$ cat config.mk
export PLATFORM = sky130hd
export DESIGN_NAME = vram_write_bridge
export DESIGN_NICKNAME = d
export VERILOG_FILES = /design/src/rtl/vram_write_bridge.sv
export SDC_FILE = /design/constraint.sdc
export NUM_CORES = 1
export LEC_CHECK = 0
export CORE_MARGIN = 4
export CORE_UTILIZATION = 25
export DETAILED_ROUTE_END_ITERATION = 16
export PLACE_DENSITY = 0.48
export SLEW_MARGIN = 20
export SYNTH_ARGS = -nofsm -noshare
export SYNTH_HDL_FRONTEND = slang
export SYNTH_SLANG_ARGS = --single-unit
$ cat constraint.sdc
create_clock -name clk -period 11.02 [get_ports clk]
set_clock_uncertainty 0.2 [all_clocks]
set_input_delay 2.204 -clock clk [delete_from_list [all_inputs] [get_ports clk]]
set_output_delay 2.204 -clock clk [all_outputs]
set_load 0.1 [all_outputs]
$ cat src/rtl/vram_write_bridge.sv
// vram_write_bridge
// Queues processor stores that land in the text window and replays them into
// the single-port character RAM only during VGA blanking. Outside a granted
// replay cycle the RAM address port carries the VGA character fetch address.
module vram_write_bridge #(
    parameter logic [31:0] BASE_ADDR  = 32'h0000_1000,
    parameter int          TEXT_CHARS = 4096,
    parameter int          DEPTH      = 8,
    localparam int         PW         = $clog2(DEPTH) + 1
) (
    input  logic          clk,
    input  logic          reset,
    input  logic          MemWrite,
    input  logic [31:0]   DataAdr,
    input  logic [31:0]   WriteData,
    input  logic [11:0]   char_index,
    input  logic          blank_b,
    output logic [11:0]   ram_address,
    output logic [7:0]    ram_data,
    output logic          ram_wren,
    output logic [PW-1:0] pending,
    output logic          busy,
    output logic          overflow,
    output logic [7:0]    drop_count
);

    // Index width into the entry storage; pointers carry one extra wrap bit.
    localparam int AW = PW - 1;

    // Window bounds widened to 33 bits so BASE_ADDR + TEXT_CHARS cannot wrap.
    localparam logic [32:0] WIN_LO = {1'b0, BASE_ADDR};
    localparam logic [32:0] WIN_HI = {1'b0, BASE_ADDR} + 33'(TEXT_CHARS);

    typedef enum logic {
        ST_PASS  = 1'b0,
        ST_DRAIN = 1'b1
    } state_t;

    state_t        state_q, state_d;
    logic [PW-1:0] wr_ptr_q, wr_ptr_d;
    logic [PW-1:0] rd_ptr_q, rd_ptr_d;
    logic          overflow_q, overflow_d;
    logic [7:0]    drop_count_q, drop_count_d;

    // Each entry is {12-bit window offset, 8-bit character}.
    logic [19:0]   entry_q [DEPTH];

    logic [32:0]   adr_ext;
    logic [31:0]   adr_off;
    logic [19:0]   new_entry;
    logic          hit;
    logic [AW-1:0] wr_idx;
    logic [AW-1:0] rd_idx;
    logic [PW-1:0] occupancy;
    logic          fifo_empty;
    logic          fifo_full;
    logic [19:0]   head;
    logic          grant;
    logic          push;
    logic          pop;
    logic          drop;
    logic          last_pop;

    // Upper store bits carry nothing the text RAM can hold.
    logic          unused_bits;
    assign unused_bits = ^{WriteData[31:8], adr_off[31:12]};

    // Window decode and entry formation for the current store.
    assign adr_ext   = {1'b0, DataAdr};
    assign adr_off   = DataAdr - BASE_ADDR;
    assign hit       = MemWrite && (adr_ext >= WIN_LO) && (adr_ext < WIN_HI);
    assign new_entry = {adr_off[11:0], WriteData[7:0]};

    // FIFO status derived from the wrap-extended pointers.
    assign wr_idx     = wr_ptr_q[AW-1:0];
    assign rd_idx     = rd_ptr_q[AW-1:0];
    assign occupancy  = wr_ptr_q - rd_ptr_q;
    assign fifo_empty = (occupancy == '0);
    assign fifo_full  = (occupancy == PW'(DEPTH));
    assign head       = entry_q[rd_idx];

    // Grant is combinational on blank_b so the RAM is handed back to the VGA
    // fetch in the very cycle blanking ends.
    assign grant = (state_q == ST_DRAIN) && !blank_b && !fifo_empty;
    assign pop   = grant;

    // A full FIFO still accepts a store when the head leaves the same edge:
    // the slot being written is the one being vacated.
    assign push  = hit && (!fifo_full || pop);
    assign drop  = hit && fifo_full && !pop;

    // Pop that leaves the FIFO empty ends the drain early.
    assign last_pop = pop && (occupancy == PW'(1)) && !push;

    // Next-state logic for the pass/drain arbiter.
    always_comb begin
        state_d = state_q;
        unique case (state_q)
            ST_PASS: begin
                if (!blank_b && !fifo_empty) begin
                    state_d = ST_DRAIN;
                end
            end
            ST_DRAIN: begin
                if (blank_b || last_pop) begin
                    state_d = ST_PASS;
                end
            end
            default: state_d = ST_PASS;
        endcase
    end

    // Next-state for pointers and the drop bookkeeping.
    always_comb begin
        wr_ptr_d     = wr_ptr_q;
        rd_ptr_d     = rd_ptr_q;
        overflow_d   = overflow_q;
        drop_count_d = drop_count_q;
        if (push) begin
            wr_ptr_d = wr_ptr_q + PW'(1);
        end
        if (pop) begin
            rd_ptr_d = rd_ptr_q + PW'(1);
        end
        if (drop) begin
            overflow_d = 1'b1;
            if (drop_count_q != 8'hFF) begin
                drop_count_d = drop_count_q + 8'd1;
            end
        end
    end

    // State, pointers and drop counters; reset discards anything queued.
    always_ff @(posedge clk or posedge reset) begin
        if (reset) begin
            state_q      <= ST_PASS;
            wr_ptr_q     <= '0;
            rd_ptr_q     <= '0;
            overflow_q   <= 1'b0;
            drop_count_q <= 8'd0;
        end else begin
            state_q      <= state_d;
            wr_ptr_q     <= wr_ptr_d;
            rd_ptr_q     <= rd_ptr_d;
            overflow_q   <= overflow_d;
            drop_count_q <= drop_count_d;
        end
    end

    // Entry storage; validity is tracked by the pointers, so no reset needed.
    always_ff @(posedge clk) begin
        if (push) begin
            entry_q[wr_idx] <= new_entry;
        end
    end

    // RAM port mux: head entry while granted, VGA fetch address otherwise.
    always_comb begin
        ram_address = char_index;
        ram_data    = 8'h00;
        ram_wren    = 1'b0;
        if (grant) begin
            ram_address = head[19:8];
            ram_data    = head[7:0];
            ram_wren    = 1'b1;
        end
    end

    assign pending    = occupancy;
    assign busy       = (state_q == ST_DRAIN);
    assign overflow   = overflow_q;
    assign drop_count = drop_count_q;

endmodule

==> results.toml <==
[synth]
ys_warn_count = 0
syn-num-nets = 491
synthSimpleGateAreaFrac_pct = 6.69
synthesis.area_um2 = 7200
ys_ff_latch = 178
synth-xor-area-share_pct = 1.58
avgSynthCellArea_um2 = 17.8
synth_compound_area_share_pct = 2.80
async_reset_ff_share_pct = 10.1
syn_inst = 404
synth_edf_count = 160
synth_ff_type = "edfxtp_1"
synth_top_family_by_area = "multiplexers"
netlist.area_leader.share_pct = 66.7
yosysTopAreaCell = "edfxtp_1"
yosys-top-cells-count = "160 x edfxtp_1, 49 x nand2_1, 40 x mux4_2"
synthAdderAreaFrac_pct = 1.32
yosysMostFrequentCell = "edfxtp_1"
muxShareOfSynthArea_pct = 13.1
ys_types = 40
yosys-top-cells-area = "edfxtp_1 67%, mux4_2 13%, dfrtp_1 6.3%"
seq_area_frac_synth_pct = 73.0

[critical_path]
worst_path_max_delay_cell = "clkdlybuf4s50_1"
crit_path_start_kind = "flip-flop"
r2r_slack_ns = 7.22
cp_common_cell = "inv_2"
critical_path_buf_inv_count = 4
path_max_fanout = 43
end_kind = "primary output"
timing.critical_path.cells = "inv_1, ha_1, and3b_1, o21ai_1, and2_1, inv_2, o21ai_2, inv_2, a31oi_1, clkdlybuf4s50_1"
crit_family = "buffers and inverters"
critPathMaxStageDelay_ns = 1.20
cp.required_ns = 8.62
reg2reg_from = "rd_ptr_q[1]$_DFFE_PP0N_"
timing.rr.end = "rd_ptr_q[3]$_DFFE_PP0N_"
worstRegToRegCells = 10
arrival_ns = 5.06
worst-setup-path-type = "flip-flop to primary output"

[clock_network]
cts.sinks = 178
cts_tree = "yes"
hold_buffers = 0
cts_buffer_depth = 2
cts_buffers = 17
clk_pin_slew_ns = 0.06
cts_resized = 0
clockRootBuffer = "clkbuf_16"
htreeDepth = 4
post_cts_buffers = 0
clk_latency_ns = 0.41

[detailed_routing]
routed_wl_um = 16200
routedWlPerCell_um = 18.1
first_pass_iters = 5
drtIter0Drc = 211
vias = 3904
antenna_left = 0
drc = 0
vias_per_cell = 4.36

[layout]
nets = 592
antennaDiodeCount = 0
fin_cells = 896
final_area_um2 = 9200
drive_above_1_share_pct = 19.3
area_growth_pct = 27.7

[timing]
rsz0062_at_grt = "no"
finalSetupTns_ns = 0
layout_min_cycle_time_ns = 7.46
period_share_pct = 67.7
setup_violations = 0
fmax_mhz = 134
worst_slew_pin_slew_ns = 1.03
hold_viol_final = 0
max_slew_margin_pct = 31.2
finalMaxSlewViolations = 0
setup_slack_ns = 3.56

[floorplanning]
ios = 115
row_count = 61
dieArea_um2 = 31600
die_width_um = 178
design.core.area_um2 = 28100
initial_core_util_pct = 25.6
die_height_um = 178

[placement]
placed_area_um2 = 8620
pre_cts_ws_ns = 3.52
post-dp-hpwl_um = 9540
place_inst = 864
numPortBuffers = 90
finalWeightedCongestion = 0.730

[worst_hold_path]
hp-start = "overflow$_DFFE_PP0P_"
hold_path_class = "flip-flop to flip-flop"
hold_path_end = "overflow$_DFFE_PP0P_"
min_path_cells = 1

[global_route]
grtUsageTotal_pct = 10.7
grt_pass1_wl_um = 24800
antenna_found_initial = 2
grt_pass1_vias = 4171
grt_overflow = 0
grt_max_degree = 44

[power]
peakVddDrop_v = 0.000101
total_leakage_power_uw = 0.00299
powerDensity_nw_per_um2 = 226

[job]
cap_violations = 0

[outcome]
outcome = "finished clean"
==> metal layers <==
layer / share of wire, % / vias to the layer above / track usage [%]
met3: 3.4 / 12 / 3.20
met5: 0.16 / - / 0
met2: 51 / 59 / 18.1
li1: - / 1790 / -
met1: 45 / 2039 / 13.6
met4: 0.70 / 4 / 2.51
==> flip-flops by register name, summed over array words and instances (netlist names) <==
signal	cells
drop_count	8
busy	1
overflow	1
rd_ptr_q	4
entry_q	160
wr_ptr_q	4
==> placed cells by master, fill, tap and decap left out, types with 2 or more instances in the layout <==
master	synthesis	routed
a21oi_1	10	10
a31oi_1	14	14
buf_4	0	11
clkbuf_16	0	17
clkdlybuf4s50_1	0	90
clkinv_4	0	2
clkinv_8	0	3
clkinvlp_4	0	3
dfrtp_1	18	16
edfxtp_1	160	160
ha_1	6	6
inv_1	6	6
inv_2	2	2
inv_8	0	4
mux2_1	2	2
mux4_2	40	40
nand2_1	49	49
nand2b_1	2	2
nand3_1	7	7
nand3b_1	2	2
nand4_1	3	3
nor2_1	20	18
nor2_2	0	2
nor2b_1	2	2
nor3_2	0	4
nor4_1	5	3
nor4_2	0	2
o21ai_1	3	3
xnor2_1	9	9
xor2_1	4	4
==> cells by family (layout without fill, tap and decap cells) <==
| logic type | count (synthesis) | in the layout |
|---|---|---|
| buf+inv | 27 | 141 |
| xor+xnor | 13 | 13 |
| simple gates | 104 | 104 |
| compound gates | 31 | 31 |
| fa+ha+maj | 7 | 7 |
| mux | 44 | 44 |
| flops | 178 | 178 |
==> how the worst max path moves through the flow <==
stage,slack (ns),startpoint,to,cells after the start
6_report,3.56,rd_ptr_q[1]$_DFFE_PP0N_,ram_address[7],10
5_1_grt,3.15,rd_ptr_q[1]$_DFFE_PP0N_,ram_address[11],10
4_1_cts,3.41,rd_ptr_q[1]$_DFFE_PP0N_,ram_address[11],10
3_5_place_dp,3.52,blank_b,ram_address[11],7
3_3_place_gp,3.49,blank_b,ram_address[11],7
2_1_floorplan,3.01,rd_ptr_q[1]$_DFFE_PP0N_,ram_address[10],11
==> where the power goes <==
| group | internal [uW] | switching (uW) | total [uW] | leakage (uW) |
|---|---|---|---|---|
| clock network | 301 | 272 | 574 | 0.000273 |
| registers | 744 | 38.8 | 783 | 0.00168 |
| logic | 249 | 474 | 723 | 0.00104 |
==> metrics by stage <==
step,hold slack [ns],power (uW),util [%]
3_3_place_gp,0.250,1540,30.7
2_1_floorplan,0.261,1350,-
5_1_grt,0.307,2190,32.7
6_report,0.265,2080,32.7
3_5_place_dp,0.254,1530,30.7
4_1_cts,0.270,2110,32.7
==> final cells by class <==
class,count,area [um2]
Sequential cell,178,5260
Fill cell,2787,18900
Clock buffer,18,429
Tap cell,378,473
Inverter,8,30.0
Multi-Input combinational cell,199,1870
Clock inverter,14,148
Timing Repair Buffer,101,983
(Power assumes the default switching activity.)
